## config.mk

```make
export PLATFORM = sky130hd
export DESIGN_NAME = spi_peripheral
export DESIGN_NICKNAME = d
export VERILOG_FILES = /design/src/rtl/spi_peripheral.sv
export SDC_FILE = /design/constraint.sdc
export NUM_CORES = 1
export LEC_CHECK = 0
export BUFFER_PORTS_ARGS = -buffer_cell sky130_fd_sc_hd__buf_2
export CORE_MARGIN = 10
export CORE_UTILIZATION = 53
export CTS_BUF_LIST = sky130_fd_sc_hd__clkbuf_16
export CTS_CLUSTER_DIAMETER = 80
export DETAILED_ROUTE_END_ITERATION = 10
export GPL_TIMING_DRIVEN = 0
export PLACE_DENSITY = 0.83
export SLEW_MARGIN = 0
export SYNTH_ARGS = -nofsm -noshare
export SYNTH_HDL_FRONTEND = slang
export SYNTH_SLANG_ARGS = --single-unit
```

## constraint.sdc

```tcl
create_clock -name clk -period 2.65 [get_ports clk]
set_input_delay 0.1325 -clock clk [delete_from_list [all_inputs] [get_ports clk]]
set_output_delay 0.1325 -clock clk [all_outputs]
set_load 0.1 [all_outputs]
```

## src/rtl/spi_peripheral.sv

```systemverilog
// spi_peripheral: SPI write-only register file decoding 16-bit frames into five 8-bit control registers.
module spi_peripheral #(
  parameter logic [6:0] MAX_ADDR = 7'h04
) (
  input  logic       clk,
  input  logic       rst,
  input  logic       sync_nCS,
  input  logic       sync_COPI,
  input  logic       sync_SCLK,
  output logic [7:0] en_reg_out_7_0,
  output logic [7:0] en_reg_out_15_8,
  output logic [7:0] en_reg_pwm_7_0,
  output logic [7:0] en_reg_pwm_15_8,
  output logic [7:0] pwm_duty_cycle,
  output logic       txn_valid
);
  typedef enum logic [1:0] {IDLE, SHIFT, COMMIT} state_t;
  state_t state, state_nxt;
  logic ncs_q, sclk_q;
  logic [15:0] shreg;
  logic [4:0] cnt;
  logic [7:0] regs [0:4];
  logic sclk_rise, ncs_fall, ncs_rise;
  logic do_clear, do_shift, do_write;
  assign sclk_rise = !sclk_q && sync_SCLK;
  assign ncs_fall = ncs_q && !sync_nCS;
  assign ncs_rise = !ncs_q && sync_nCS;
  always_ff @(posedge clk)
    if (rst) state <= IDLE;
    else state <= state_nxt;
  always_comb
    state_nxt = state == IDLE  ? (ncs_fall ? SHIFT : IDLE) :
                state == SHIFT ? (ncs_rise ? COMMIT : SHIFT) : IDLE;
  // An SCLK edge coincident with the closing nCS edge does not count as a bit.
  always_comb begin
    do_clear = state == IDLE && ncs_fall;
    do_shift = state == SHIFT && sclk_rise && !ncs_rise;
    do_write = state == COMMIT && cnt == 5'd16 && shreg[15] && shreg[14:8] <= MAX_ADDR;
  end
  always_ff @(posedge clk) begin
    if (rst) begin
      ncs_q <= 1'b0;
      sclk_q <= 1'b0;
      shreg <= '0;
      cnt <= '0;
      txn_valid <= 1'b0;
      for (int i = 0; i < 5; i++) regs[i] <= '0;
    end else begin
      ncs_q <= sync_nCS;
      sclk_q <= sync_SCLK;
      txn_valid <= do_write;
      if (do_clear) begin
        shreg <= '0;
        cnt <= '0;
      end else if (do_shift) begin
        shreg <= {shreg[14:0], sync_COPI};
        cnt <= cnt == 5'd17 ? 5'd17 : cnt + 5'd1;
      end
      for (int i = 0; i < 5; i++)
        if (do_write && shreg[14:8] == 7'(i)) regs[i] <= shreg[7:0];
    end
  end
  assign en_reg_out_7_0 = regs[0];
  assign en_reg_out_15_8 = regs[1];
  assign en_reg_pwm_7_0 = regs[2];
  assign en_reg_pwm_15_8 = regs[3];
  assign pwm_duty_cycle = regs[4];
endmodule

```

Yosys cells after proc, flatten, opt, wreduce, memory -nomap -nowiden
Memories as Yosys holds them, arrays and structs flattened.
Index checks and enable logic that the tools add are counted.
Word-level totals
  bits in registers: 26
  bits in latches: 0
  RAM bits: 40
  bits in read-only memories: 0
  memories kept: 1
Memories
  regs: words 5, width 8, read ports 5, clocked after memory_dff 0, wr ports 5, RTL line 22  | logic [7:0] regs [0:4];
Operators by class
  add/subtract/negate cells: 1
  multiply operators: 0
  divide/modulo/power cells: 0
  magnitude comparators: 1
  eq/ne operators: 8
  shift operators: 0
  muxes and demuxes: 27
  bitwise logic cells: 5
  reduce and logical (&&, ||, !) cells: 21
Operator list (count)
  2-to-1 mux 8 bit: 5
  2-to-1 mux 1 bit: 18
  == test 7 x 2 -> 1 bit, second input constant: 2
  logical AND 1 bit: 14
  == test 5 bit, second input constant: 2
  == test 7 x 1 -> 1 bit, second input constant: 1
  == test 7 x 3 -> 1 bit, second input constant: 1
  <= comparator 7 x 3 -> 1 bit, second input constant: 1
  logical NOT 7 bit: 1
  2-to-1 mux 2 bit: 3
  adder 5 x 1 -> 5 bit, second input constant: 1
  2-to-1 mux 5 bit: 1
  OR 1 bit: 5
  logical NOT 1 bit: 4
  == test 2 x 1 -> 1 bit, second input constant: 1
  == test 2 bit, second input constant: 1
  logical NOT 2 bit: 1
  OR reduction 2 bit: 1

Logic depth before layout (Yosys ltp)
Gate-level depths: netlist (run 1).
  depth after elaboration: 9
  depth in mapped cells: 6
  mapped depth without buffers: 6

Least setup slack after synthesis (run 1)
No wires, ideal clock.
  path type: register to register
  start point: register cnt[0]
  end point: memory regs[2][0], in the netlist regs[0][16], enable pin
  setup time: 0.398 ns
  arrival time: 1.768 ns
  data required time: 2.252 ns
  setup slack: 0.484 ns
  stages on the path, launching flop included: 6
  buffers on the path: 0
  clock period less this slack: 2.166 ns
  cells stage by stage: dfxtp_1 inv_1 ha_1 nor2b_1 nand4_1 o41ai_1
RTL lines
  start, declared: RTL line 21  | logic [4:0] cnt;
  start signal, assigned: RTL line 57  | cnt <= cnt == 5'd17 ? 5'd17 : cnt + 5'd1;
  end, declared: RTL line 22

==> results summary, run 1 <==
The total power of the final layout came out at about 2.5 mW. The number of different library cells used by synthesis comes to 31. The initial cell density of the core came out at 0.5431. The worst-case vdd ir drop is slightly below 0.4 mV. The top-level I/O count is 46.

The number of hold-repair buffers added at the cts stage is 0. The synthesized design spends more area on one cell type than any other, namely edfxtp_1. The number of rows in the core area came out at 24. The number of inserted filler cells in the final layout came out at slightly above 300. The classification of the worst setup path is flip-flop to flip-flop. The yosys synthesis warning count came out at 0.

The fraction of the cycle the final worst path needs is 0.9012. Of the cells placed in the final design, the portion with a size suffix greater than 1 is 0.2851. Across all hold checks on the routed design, the worst slack comes to 0.03646 ns. On the final layout, the worst clock skew is approximately 0.0060 ns. The antenna cell count is 0. The actual transition at the worst max-transition pin came out at around 1.3 ns. The number of gates resized after CTS was 0.

The cell area after placement came out at between 0.002 and 0.003 mm2. The standard cell core area came out at approximately 0.0043 mm2. The number of global-route vias before repair came out at approximately 1,500. The remaining antenna violation count after routing came out at 0. The post-detailed-route DRC marker count is 0. The routed wire length is 4776 um.

Synthesis inferred 66 register bits. The final layout net count came out at around 250. The max-capacitance violation count is 0. The number of clock buffers added by TritonCTS is 9. Of the post-synthesis cell area, the dominant cell type holds 0.5115. Of the total power, the clock network draws 0.430. The post-synthesis to final-layout area growth came out at 24.88%. In this run the vertical extent of the chip is 86.57 um. The cell count after synthesis came out at 180.

The first-pass GRT wire length is ~7600 um. Setup violations remaining at the end of the flow were counted as 0. TritonCTS built the clock tree.

Data on the critical path is required at its endpoint by about 2.6 ns. The min-delay analysis places its worst path in the category primary input to flip-flop. The switching part of the total is 0.2656. In this run, placement finished with an instance count of about 280. The number of nets in the synthesized netlist came out at about 190. The maximum frequency from static timing analysis came out at 0.4187 GHz.

The number of H-tree levels came out at 3. In the final timing run, aggregate negative setup slack is 0 ns. The per-instance average area after synthesis came out at roughly 13 um2. For this design, the sink count on the clock tree is 66.

The via-per-instance ratio came out at 5.306. The worst setup path is launched from a flip-flop. The first detailed-routing pass took 4 iterations.

The die covers 0.007494 mm2. The number of buffers added on ports came out at 45. STA classifies the critical path endpoint as a flip-flop. Setup repair after global routing left no endpoint under its margin. The deepest clock path buffer count came out at 2. The total power density per cell area is 864.5 mW/mm2.

The pre-CTS setup slack came out at about 0.27 ns. The initial antenna violation count came out at 0. Headroom to the max-slew limit came out at 0.1354. The share of total power dissipated in sequential elements is 0.446. The maximum fanout along the worst path is 8. The root buffer cell chosen for the clock tree is clkbuf_16. The post-detailed-route wirelength per cell is between 15 and 20 um.

The sequential cell area fraction in the yosys report came out at 0.7331. The flow ran to the end, and the final reports show no timing, DRC or antenna violations. The combinational power share is 0.124. The internal portion of total power is 1.862 mW. For this run, the share of the core covered by cells in the final layout is 0.6782.

The horizontal extent of the die came out at 86.57 um. The vias after detailed routing came out at approximately 1,600. The initial DRC count came out at 99. The number of failing hold endpoints at the final stage came out at 0. Summed over all nets, the half-perimeter wirelength after detailed placement is between 3000 and 4000 um. The post-layout instance area came out at 0.002933 mm2. Clock-pin slew was measured on the worst setup and hold paths at about 0.05 ns.

Routability-driven placement finished with a final weighted congestion of a little under 0.8. The data arrival time at the worst-slack endpoint came out at 2.32 ns. The total track usage came out at 0.1298. The final count of pins violating max slew was 0.

The latest clock arrival within the worst-skew pair is roughly 0.32 ns. The static leakage is about 1.1 nW. Setup slack on the critical path of the routed design comes to between 0.2 and 0.3 ns.

The global-route congestion overflow total is 0. The net switching power figure is about 0.67 mW. The post-CTS repair timing setup buffer count came out at 0. By area the synthesized netlist is led by edfxtp_1 (51%), dfxtp_1 (22%), nand2_1 (5.6%), a21oi_1 (3.8%), and2_1 (2.9%).

The post-layout minimum cycle time came out at around 2.4 ns. The post-route non-filler standard cell count came out at a little under 300. The largest net degree at the start of global routing came out at 12. The netlist area before placement is about 0.0023 mm2.
==> placed cells by master (no fill, tap or decap), drive strengths merged, types with 2 or more instances in the layout <==
cell,n
buf,51
edfxtp,40
nand2,36
dfxtp,26
a21oi,19
and2,11
inv,9
clkbuf,9
nor2,7
clkinv,4
ha,3
nor2b,2
and4bb,2
nor3b,2
nand4,2
a31o,2
nand3,2
xor2,2
o41ai,2
==> Yosys cell counts <==
cell and count:
a211oi_1 1, a21oi_1 18, a21oi_2 1, a31o_2 2
and2_1 11, and3_1 1, and4bb_2 2, buf_2 3
buf_4 1, buf_6 1, dfxtp_1 26, edfxtp_1 40
ha_1 3, inv_1 7, maj3_1 1, nand2_1 35
nand2_2 1, nand2b_1 1, nand3_1 2, nand3b_1 1
nand4_1 2, nor2_1 7, nor2b_1 2, nor3_1 1
nor3b_1 2, nor4b_1 1, o21ai_0 1, o31ai_1 1
o41ai_1 2, or3_1 1, xor2_1 2
==> logic make-up (layout without fill, tap and decap cells) <==
| family | Yosys count | after routing | synth area share |
|---|---|---|---|
| AO/OA/AOI/OAI | 26 | 26 | 0.06554 |
| flip-flops | 66 | 66 | 0.7331 |
| XOR/XNOR | 2 | 2 | 0.007460 |
| AND/OR/NAND/NOR | 70 | 70 | 0.1481 |
| adder cells (fa/ha/maj) | 4 | 4 | 0.02025 |
| buffers and inverters | 12 | 74 | 0.02557 |
==> final cells by class <==
class / count / area (um2) / area share
Multi-Input combinational cell: 102 / 574.3 / 0.1958
Clock inverter: 7 / 53.80 / 0.01834
Tap cell: 52 / 65.06 / 0.02218
Clock buffer: 9 / 225.2 / 0.07679
Sequential cell: 66 / 1722 / 0.5870
Buffer: 5 / 33.78 / 0.01152
Inverter: 7 / 26.28 / 0.008959
Timing Repair Buffer: 46 / 232.7 / 0.07935
==> path summary, 6_finish.rpt <==
kind	startpoint	endpoint	slack, ns	cells after the start
setup / recovery	cnt[0]	regs[0][34]	0.26	5
hold reg to reg	shreg[15]	shreg[15]	0.45	2
hold / removal	sync_SCLK	sclk_q	0.04	2
setup reg to reg	cnt[0]	regs[0][34]	0.26	5
==> critical path, stage by stage (launching register included) <==
cell and delay (ns):
dfxtp_1 0.36, inv_1 0.07, ha_1 0.13, nor2b_1 0.12, nand4_1 0.24, o21ai_0 1.08
==> state kept, by name (all words and copies together) (netlist names) <==
name / cells
cnt: 5
ncs_q: 1
regs: 40
sclk_q: 1
shreg: 16
state: 2
txn_valid: 1
==> metal layers <==
metal	global-route usage	part of all wire	up-vias
met5	0	0	-
met4	0.05744	0.012	0
met3	0.06473	0.079	4
met2	0.2074	0.49	53
met1	0.1422	0.42	752
li1	-	-	751
==> power groups by stage <==
stage          Sequential [mW]  Combinational, mW  Clock (mW)
2_1_floorplan             1.39             0.0270           0
3_3_place_gp              1.15              0.312           0
3_5_place_dp              1.15              0.316           0
4_1_cts                   1.13              0.316        1.10
5_1_grt                   1.13              0.323        1.15
6_report                  1.13              0.314        1.09
(Power assumes the default switching activity.)
==> run 2, diff against run 1 <==
--- a/config.mk
+++ b/config.mk
@@ -6,8 +6,10 @@
 export NUM_CORES = 1
 export LEC_CHECK = 0
 export BUFFER_PORTS_ARGS = -buffer_cell sky130_fd_sc_hd__buf_2
+export CELL_PAD_IN_SITES_DETAIL_PLACEMENT = 0
+export CELL_PAD_IN_SITES_GLOBAL_PLACEMENT = 2
 export CORE_MARGIN = 10
-export CORE_UTILIZATION = 53
+export CORE_UTILIZATION = 36
 export CTS_BUF_LIST = sky130_fd_sc_hd__clkbuf_16
 export CTS_CLUSTER_DIAMETER = 80
 export DETAILED_ROUTE_END_ITERATION = 10
==> run 2 against run 1 <==
Effect of this change: via count shrank 2.5%; cell count grew 8.5%; global-route usage shrank 3.2 points; critical path type unchanged; fmax grew 2.6%; design area grew 1.8%; hold slack gained 0.0034 ns; register-to-register slack gained 0.06 ns; first-iteration DRC count shrank 64%.
==> results summary, run 2 (same netlist as run 1, synthesis figures left out) <==
The number of buffers added on ports is 45 (unchanged). The last element of the critical path is regs[0][34] (unchanged). The number of failing setup endpoints in the final timing report is 0 (unchanged).

The antenna cell count came to 0 (unchanged). The post-synthesis to final-layout area growth is 27.12% (was 24.88%). The actual transition at the worst max-transition pin is 1.204 ns (was 1.283 ns). The clock tree root buffer cell was clkbuf_16 (unchanged).

The class of the worst hold path is primary input to flip-flop (unchanged). The vias after detailed routing came out at 1,521 (was 1,560). The number of hold-repair buffers added at the cts stage came out at 0 (unchanged). The total power of the final layout came out at 2.589 mW (was 2.535 mW).

The depth of the most critical reg-to-reg path is 5 (unchanged). The critical path endpoint category was a flip-flop (unchanged). The data arrival time at the worst-slack endpoint came out at 2.26 ns (was 2.32 ns). The most frequent standard cell in the layout excluding fill and tap cells is buf_2 (unchanged). The standard cell core area came out at 0.006350 mm2 (was 0.004324 mm2). The total track usage was 0.09822 (was 0.1298). The flip-flop count of the largest register, all copies and words added came out at 40 (unchanged).

The top-level I/O count came out at 46 (unchanged). The post-CTS repair timing setup buffer count is 0 (unchanged). The maximum frequency from static timing analysis is 0.4297 GHz (was 0.4187 GHz).

The final estimated routing congestion in global placement came out at 0.7597 (was 0.7794). The cell area after placement came out at 0.002685 mm2 (was 0.002654 mm2). The die span in y came out at 100.8 um (was 86.57 um).

The fraction of the cycle the final worst path needs came out at 0.8782 (was 0.9012). The floorplan die area was 0.01015 mm2 (was 0.007494 mm2). The first-pass GRT wire length came to 7645 um (was 7555 um). The latest clock arrival within the worst-skew pair came to 0.33 ns (was 0.32 ns). The initial antenna violation count was 0 (unchanged).

Run status: complete, no violations (unchanged). The half-perimeter wire length after placement came out at 3564 um (was 3467 um). The share of cells above drive strength 1 came out at 0.3058 (was 0.2851). Biggest registers after layout: regs: 40 flops, shreg: 16 flops, cnt: 5 flops (unchanged). The remaining antenna violation count after routing came out at 0 (unchanged). The data required time of the critical path is 2.59 ns (was 2.58 ns). The final count of pins violating max slew is 0 (unchanged). The number of H-tree levels came out at 3 (unchanged).

The maximum fanout along the worst path is 8 (unchanged). The initial DRC count came out at 36 (was 99). The number of buffers inserted during clock tree synthesis is 9 (unchanged).

The endpoint of the lowest-slack register-to-register path was regs[0][34] (unchanged). The via-per-instance ratio came to 4.768 (was 5.306). The first-pass detailed-route iteration total came to 4 (unchanged).

The number of rows in the core area is 29 (was 24). The global-route congestion overflow total is 0 (unchanged). The number of clock sinks came out at 66 (unchanged). The classification of the worst setup path is flip-flop to flip-flop (unchanged). The startpoint of the worst setup timing path is cnt[0] (unchanged). The kind of cell with the highest combined delay on the critical path is compound AO/OA/AOI/OAI gates (unchanged). The deepest clock path buffer count is 2 (unchanged).

The post-detailed-route DRC marker count is 0 (unchanged). The number of buffer and inverter stages on the critical path was 1 (unchanged). The horizontal extent of the die is 100.8 um (was 86.57 um). The total area of multi-input combinational cells came out at 579.3 um2 (was 574.3 um2). The count of cell instances traversed by the critical path came out at 5 (unchanged).

The post-layout minimum cycle time came out at 2.327 ns (was 2.388 ns). The number of global-route vias before repair is 1,429 (was 1,527). The register bank with the most flops is regs (unchanged). The clock tree from TritonCTS was built (unchanged). The post-detailed-route wirelength per cell is 15.32 um (was 16.24 um). The stage delay of the slowest cell on the critical path came out at 1.03 ns (was 1.08 ns). The largest net degree at the start of global routing came out at 13 (was 12). Highest-count cells in the layout ignoring fill and taps: buf_2 (48), edfxtp_1 (40), nand2_1 (35), dfxtp_1 (26), a21oi_1 (18) (unchanged). The launch point of the worst reg-to-reg path is cnt[0] (unchanged). The max-slew headroom at the worst pin was 0.1891 (was 0.1354). The area taken by flip-flops and latches is 0.001722 mm2 (unchanged).

The static leakage is 1.123 nW (was 1.119 nW). The routed wire length came out at 4887 um (was 4776 um). The post-layout instance area came out at 0.002985 mm2 (was 0.002933 mm2).

The clock slew seen by the registers of the worst setup and hold paths is 0.05 ns (about the same). The number of gates resized after cts is 0 (unchanged). The final layout net count came out at 245 (unchanged). The kind of start point of the critical path is a flip-flop (unchanged). The reg2reg setup slack is 0.32 ns (was 0.26 ns). The number of failing hold endpoints at the final stage came out at 0 (unchanged).

The worst-case vdd ir drop came to 0.5044 mV (was 0.3933 mV). The max-capacitance violation count came out at 0 (unchanged). The initial cell density of the core is 0.3699 (was 0.5431). Cell Chain, Critical Path: inv_1 -> ha_1 -> nor2b_1 -> nand4_1 -> o21ai_0 (unchanged).

The worst-path cell with the longest stage delay is o21ai_0 (unchanged). The clock tree skew after final layout came out at 0.005822 ns (was 0.005966 ns). The number of inserted filler cells in the final layout came out at 563 (was 305). The total power density per cell area is 867.1 mW/mm2 (was 864.5 mW/mm2). Unrepaired setup endpoints after global routing: false (unchanged).
## run 2: cell count changes in the layout (fill, tap and decap cells not counted)
cell / change
inv_1: -2
clkinv_1: -2
clkinv_2: +1
o31ai_2: +1
clkinv_4: +3
o31ai_1: -1
## run 2: worst reg2reg max path: cells and delay by family (launching register included)
kind / cells / cell delay, ns
adder cells (fa/ha/maj): 1 / 0.13
buffers and inverters: 1 / 0.07
flip-flops: 1 / 0.35
AND/OR/NAND/NOR: 2 / 0.35
AO/OA/AOI/OAI: 1 / 1.03
## run 2: final cells by class
type                       instances  area share
buffer                             5     0.01132
multi-input combinational        102      0.1940
clock buffer                       9     0.07544
timing repair buffer              46     0.07795
sequential                        66      0.5767
clock inverter                     7     0.02347
tap                               77     0.03227
inverter                           7    0.008801
## run 2: worst min path at each step
stage / from / to / slack [ns] / cells after the start
after floorplan: rst / ncs_q / 0.20 / 1
after global placement: sync_SCLK / sclk_q / 0.35 / 2
after detailed placement: sync_SCLK / sclk_q / 0.37 / 2
after CTS: sync_SCLK / sclk_q / 0.04 / 2
after global routing: sync_COPI / shreg[0] / 0.07 / 3
final: sync_SCLK / sclk_q / 0.04 / 2
## run 2: metal layers
layer / global-route usage / vias up / part of all wire
met3: 0.04252 / 6 / 0.079
met4: 0.05870 / 0 / 0.015
met5: 0 / - / 0
met1: 0.1197 / 717 / 0.46
li1: - / 752 / -
met2: 0.1400 / 46 / 0.45
## run 2: metrics by stage
step	cells	worst slack, ns	utilization	setup TNS (ns)	hold slack [ns]
final	319	0.3229	0.4701	0	0.03983
after global routing	319	0.05859	0.4701	0	0.06673
after CTS	319	0.1314	0.4694	0	0.03896
after detailed placement	303	0.1406	0.4229	0	0.3721
after global placement	302	-0.1767	0.4205	-1.410	0.3517
after floorplan	180	0.4840	-	0	0.1992
## run 2: where the power goes
part / internal, mW / switching (mW) / total (mW)
Sequential: 1.12 / 0.0109 / 1.13
Clock: 0.725 / 0.419 / 1.14
Combinational: 0.0333 / 0.281 / 0.314
Total: 1.88 / 0.711 / 2.59
==> run 3, diff against run 2 <==
--- a/config.mk
+++ b/config.mk
@@ -14,7 +14,8 @@
 export CTS_CLUSTER_DIAMETER = 80
 export DETAILED_ROUTE_END_ITERATION = 10
 export GPL_TIMING_DRIVEN = 0
-export PLACE_DENSITY = 0.83
+export PLACE_DENSITY = 0.84
+export RECOVER_POWER = 100
 export SLEW_MARGIN = 0
 export SYNTH_ARGS = -nofsm -noshare
 export SYNTH_HDL_FRONTEND = slang
==> run 3 against run 2 <==
Effect of this change: clock power is 5% higher; critical path type unchanged; total power is 2.0% higher; largest cell class unchanged; critical endpoint is now regs[0][39]; first-iteration DRC count grew to 2.8 times the previous value; worst setup slack worse by 0.0080 ns.
==> results summary, run 3 (same netlist as run 1, synthesis figures left out) <==
The data required time of the critical path came out at 2.58 ns (was 2.59 ns). The met3 layer usage reported by global route was 0.03361 (was 0.04252). The final layout net count is 245 (unchanged). The number of failing setup endpoints in the final timing report came to 0 (unchanged). The global routing usage on met2 is 0.1391 (was 0.1400). The number of clock sinks came out at 66 (unchanged).

The number of H-tree levels came out at 3 (unchanged). The clock tree root buffer cell is clkbuf_16 (unchanged). The kind of cell with the highest combined delay on the critical path is compound AO/OA/AOI/OAI gates (unchanged).

The stage delay of the slowest cell on the critical path is 1.03 ns (about the same). The reg2reg setup slack is 0.31 ns (was 0.32 ns). The top-level I/O count came out at 46 (unchanged). The clock slew seen by the registers of the worst setup and hold paths was 0.05 ns (about the same). The endpoint of the lowest-slack register-to-register path was regs[0][39] (was regs[0][34]). The count of cell instances traversed by the critical path came out at 5 (unchanged). The worst-case setup margin in the final layout was 0.3148 ns (was 0.3229 ns).

The initial antenna violation count was 0 (unchanged). The max-capacitance violation count came out at 0 (unchanged). The maximum fanout along the worst path is 8 (unchanged). The initial DRC count is 101 (was 36). The number of buffer and inverter stages on the critical path is 1 (unchanged). The pre-CTS setup slack is 0.1636 ns (was 0.1406 ns).

The global-route congestion overflow total is 0 (unchanged). The floorplan die area is 0.01015 mm2 (unchanged). The flip-flop count of the largest register, all copies and words added came to 40 (unchanged).

The routing layer with the top usage in global route is met2 (unchanged). The maximum frequency from static timing analysis is 0.4282 GHz (was 0.4297 GHz). The deepest clock path buffer count was 2 (unchanged). The clock tree skew after final layout is 0.004097 ns (was 0.005822 ns).

The total power of the final layout came out at 2.641 mW (was 2.589 mW). The class of the worst hold path is primary input to flip-flop (unchanged). The share of cells above drive strength 1 came out at 0.09091 (was 0.3058). Biggest registers after layout: regs: 40 flops, shreg: 16 flops, cnt: 5 flops (unchanged). The total area of multi-input combinational cells came out at 568.0 um2 (was 579.3 um2). The initial cell density of the core came out at 0.3699 (unchanged). The latest clock arrival within the worst-skew pair is 0.32 ns (was 0.33 ns). The last element of the critical path is regs[0][39] (was regs[0][34]). The number of buffers added on ports came out at 45 (unchanged). The horizontal extent of the die is 100.8 um (unchanged). The final count of pins violating max slew is 0 (unchanged). The final estimated routing congestion in global placement came to 0.6903 (was 0.7597). The total track usage is 0.09847 (was 0.09822). The max-slew headroom at the worst pin is 0.1720 (was 0.1891). The number of inserted filler cells in the final layout came out at 595 (was 563). Highest-count cells in the layout ignoring fill and taps: clkbuf_1 (45), edfxtp_1 (40), nand2_1 (35), dfxtp_1 (26), a21oi_1 (19) (was buf_2 (48), edfxtp_1 (40), nand2_1 (35), dfxtp_1 (26), a21oi_1 (18)). The clock tree from TritonCTS was built (unchanged).

Run status: complete, no violations (unchanged). The largest net degree at the start of global routing is 12 (was 13). The first-pass detailed-route iteration total is 4 (unchanged). The post-detailed-route DRC marker count is 0 (unchanged).

The post-layout minimum cycle time came out at 2.335 ns (was 2.327 ns). The kind of start point of the critical path is a flip-flop (unchanged). The routed wire length is 4927 um (was 4887 um). The post-route non-filler standard cell count came out at 319 (unchanged). The total placed cells including tap cells came out at 303 (unchanged).

The standard cell core area came out at 0.006350 mm2 (unchanged). The area taken by flip-flops and latches came out at 0.001722 mm2 (unchanged). The most frequent standard cell in the layout excluding fill and tap cells is clkbuf_1 (was buf_2). The worst-path cell with the longest stage delay is o21ai_0 (unchanged). The data arrival time at the worst-slack endpoint came to 2.26 ns (about the same).

The number of global-route vias before repair came out at 1,451 (was 1,429). The launch point of the worst reg-to-reg path is cnt[0] (unchanged). The depth of the most critical reg-to-reg path is 5 (unchanged). The met1 global-route usage was 0.1217 (was 0.1197). The number of buffers inserted during clock tree synthesis is 9 (unchanged). The number of failing hold endpoints at the final stage is 0 (unchanged). The antenna cell count was 0 (unchanged).

Cell Chain, Critical Path: inv_1 -> ha_1 -> nor2b_1 -> nand4_1 -> o21ai_0 (unchanged). The via-per-instance ratio came out at 4.768 (unchanged). The classification of the worst setup path is flip-flop to flip-flop (unchanged). The total power density per cell area is 901.6 mW/mm2 (was 867.1 mW/mm2). The remaining antenna violation count after routing was 0 (unchanged).

The startpoint of the worst setup timing path is cnt[0] (unchanged). The post-CTS repair timing setup buffer count is 0 (unchanged). The actual transition at the worst max-transition pin was 1.229 ns (was 1.204 ns).

The critical path endpoint category is a flip-flop (unchanged). The vias after detailed routing was 1,521 (unchanged). The register bank with the most flops was regs (unchanged). The post-detailed-route wirelength per cell was 15.45 um (was 15.32 um). The first-pass GRT wire length was 7714 um (was 7645 um). The die span in y was 100.8 um (unchanged). The half-perimeter wire length after placement is 3557 um (was 3564 um).

The worst-case vdd ir drop is 0.5710 mV (was 0.5044 mV). The post-synthesis to final-layout area growth came out at 24.72% (was 27.12%). The number of rows in the core area was 29 (unchanged). The static leakage is 0.9894 nW (was 1.123 nW). The fraction of the cycle the final worst path needs is 0.8812 (was 0.8782). Unrepaired setup endpoints after global routing: false (unchanged).
==> run 3: changes by cell type in the layout (fill, tap and decap cells not counted), sizes merged <==
cell / change
clkbuf: +45
bufinv: +1
clkinvlp: +1
buf: -45
clkinv: -2
==> run 3: through the flow <==
step           setup TNS [ns]  cell area [um2]  hold slack (ns)  utilization
2_1_floorplan               0             2349           0.1992            -
3_3_place_gp           -1.612             2670           0.3521       0.4205
3_5_place_dp                0             2685           0.3703       0.4229
4_1_cts                     0             2994          0.03727       0.4715
5_1_grt                     0             2929          0.05769       0.4613
6_report                    0             2929          0.03862       0.4613
==> run 3: layer usage <==
layer | up-vias | share of wire
li1 | 750 | -
met1 | 720 | 0.46
met2 | 46 | 0.44
met3 | 5 | 0.079
met4 | 0 | 0.019
met5 | - | 0
==> run 3: worst min path at each step <==
stage | start | endpoint | slack, ns | cells after the start
finish | sync_SCLK | sclk_q | 0.04 | 2
global route | sync_SCLK | sclk_q | 0.06 | 2
CTS | sync_SCLK | sclk_q | 0.04 | 2
detailed placement | sync_SCLK | sclk_q | 0.37 | 2
global placement | sync_SCLK | sclk_q | 0.35 | 2
floorplan | rst | ncs_q | 0.20 | 1
==> run 3: power by group <==
| group | switching, mW | internal (mW) |
|---|---|---|
| clock network | 0.395 | 0.810 |
| registers | 0.0115 | 1.12 |
| logic | 0.281 | 0.0221 |
| total | 0.688 | 1.95 |
==> run 3: what timing repair did <==
item	4_1_cts	5_1_grt
setup endpoints to repair	0	8
gates resized for setup	0	1
hold endpoints to repair	0	0
hold buffers	0	0
==> run 3: area by class of cell <==
type | count | area share
multi-input combinational | 102 | 0.1939
timing repair buffer | 46 | 0.06023
sequential | 66 | 0.5878
inverter | 7 | 0.008971
tap | 77 | 0.03289
clock buffer | 9 | 0.07689
buffer | 5 | 0.01068
clock inverter | 7 | 0.02862
==> run 3: worst register-to-register path, cell delays in order, from the launching register on <==
cell and delay [ns]:
dfxtp_1 0.35, inv_1 0.07, ha_1 0.14, nor2b_1 0.12, nand4_1 0.22, o21ai_0 1.04
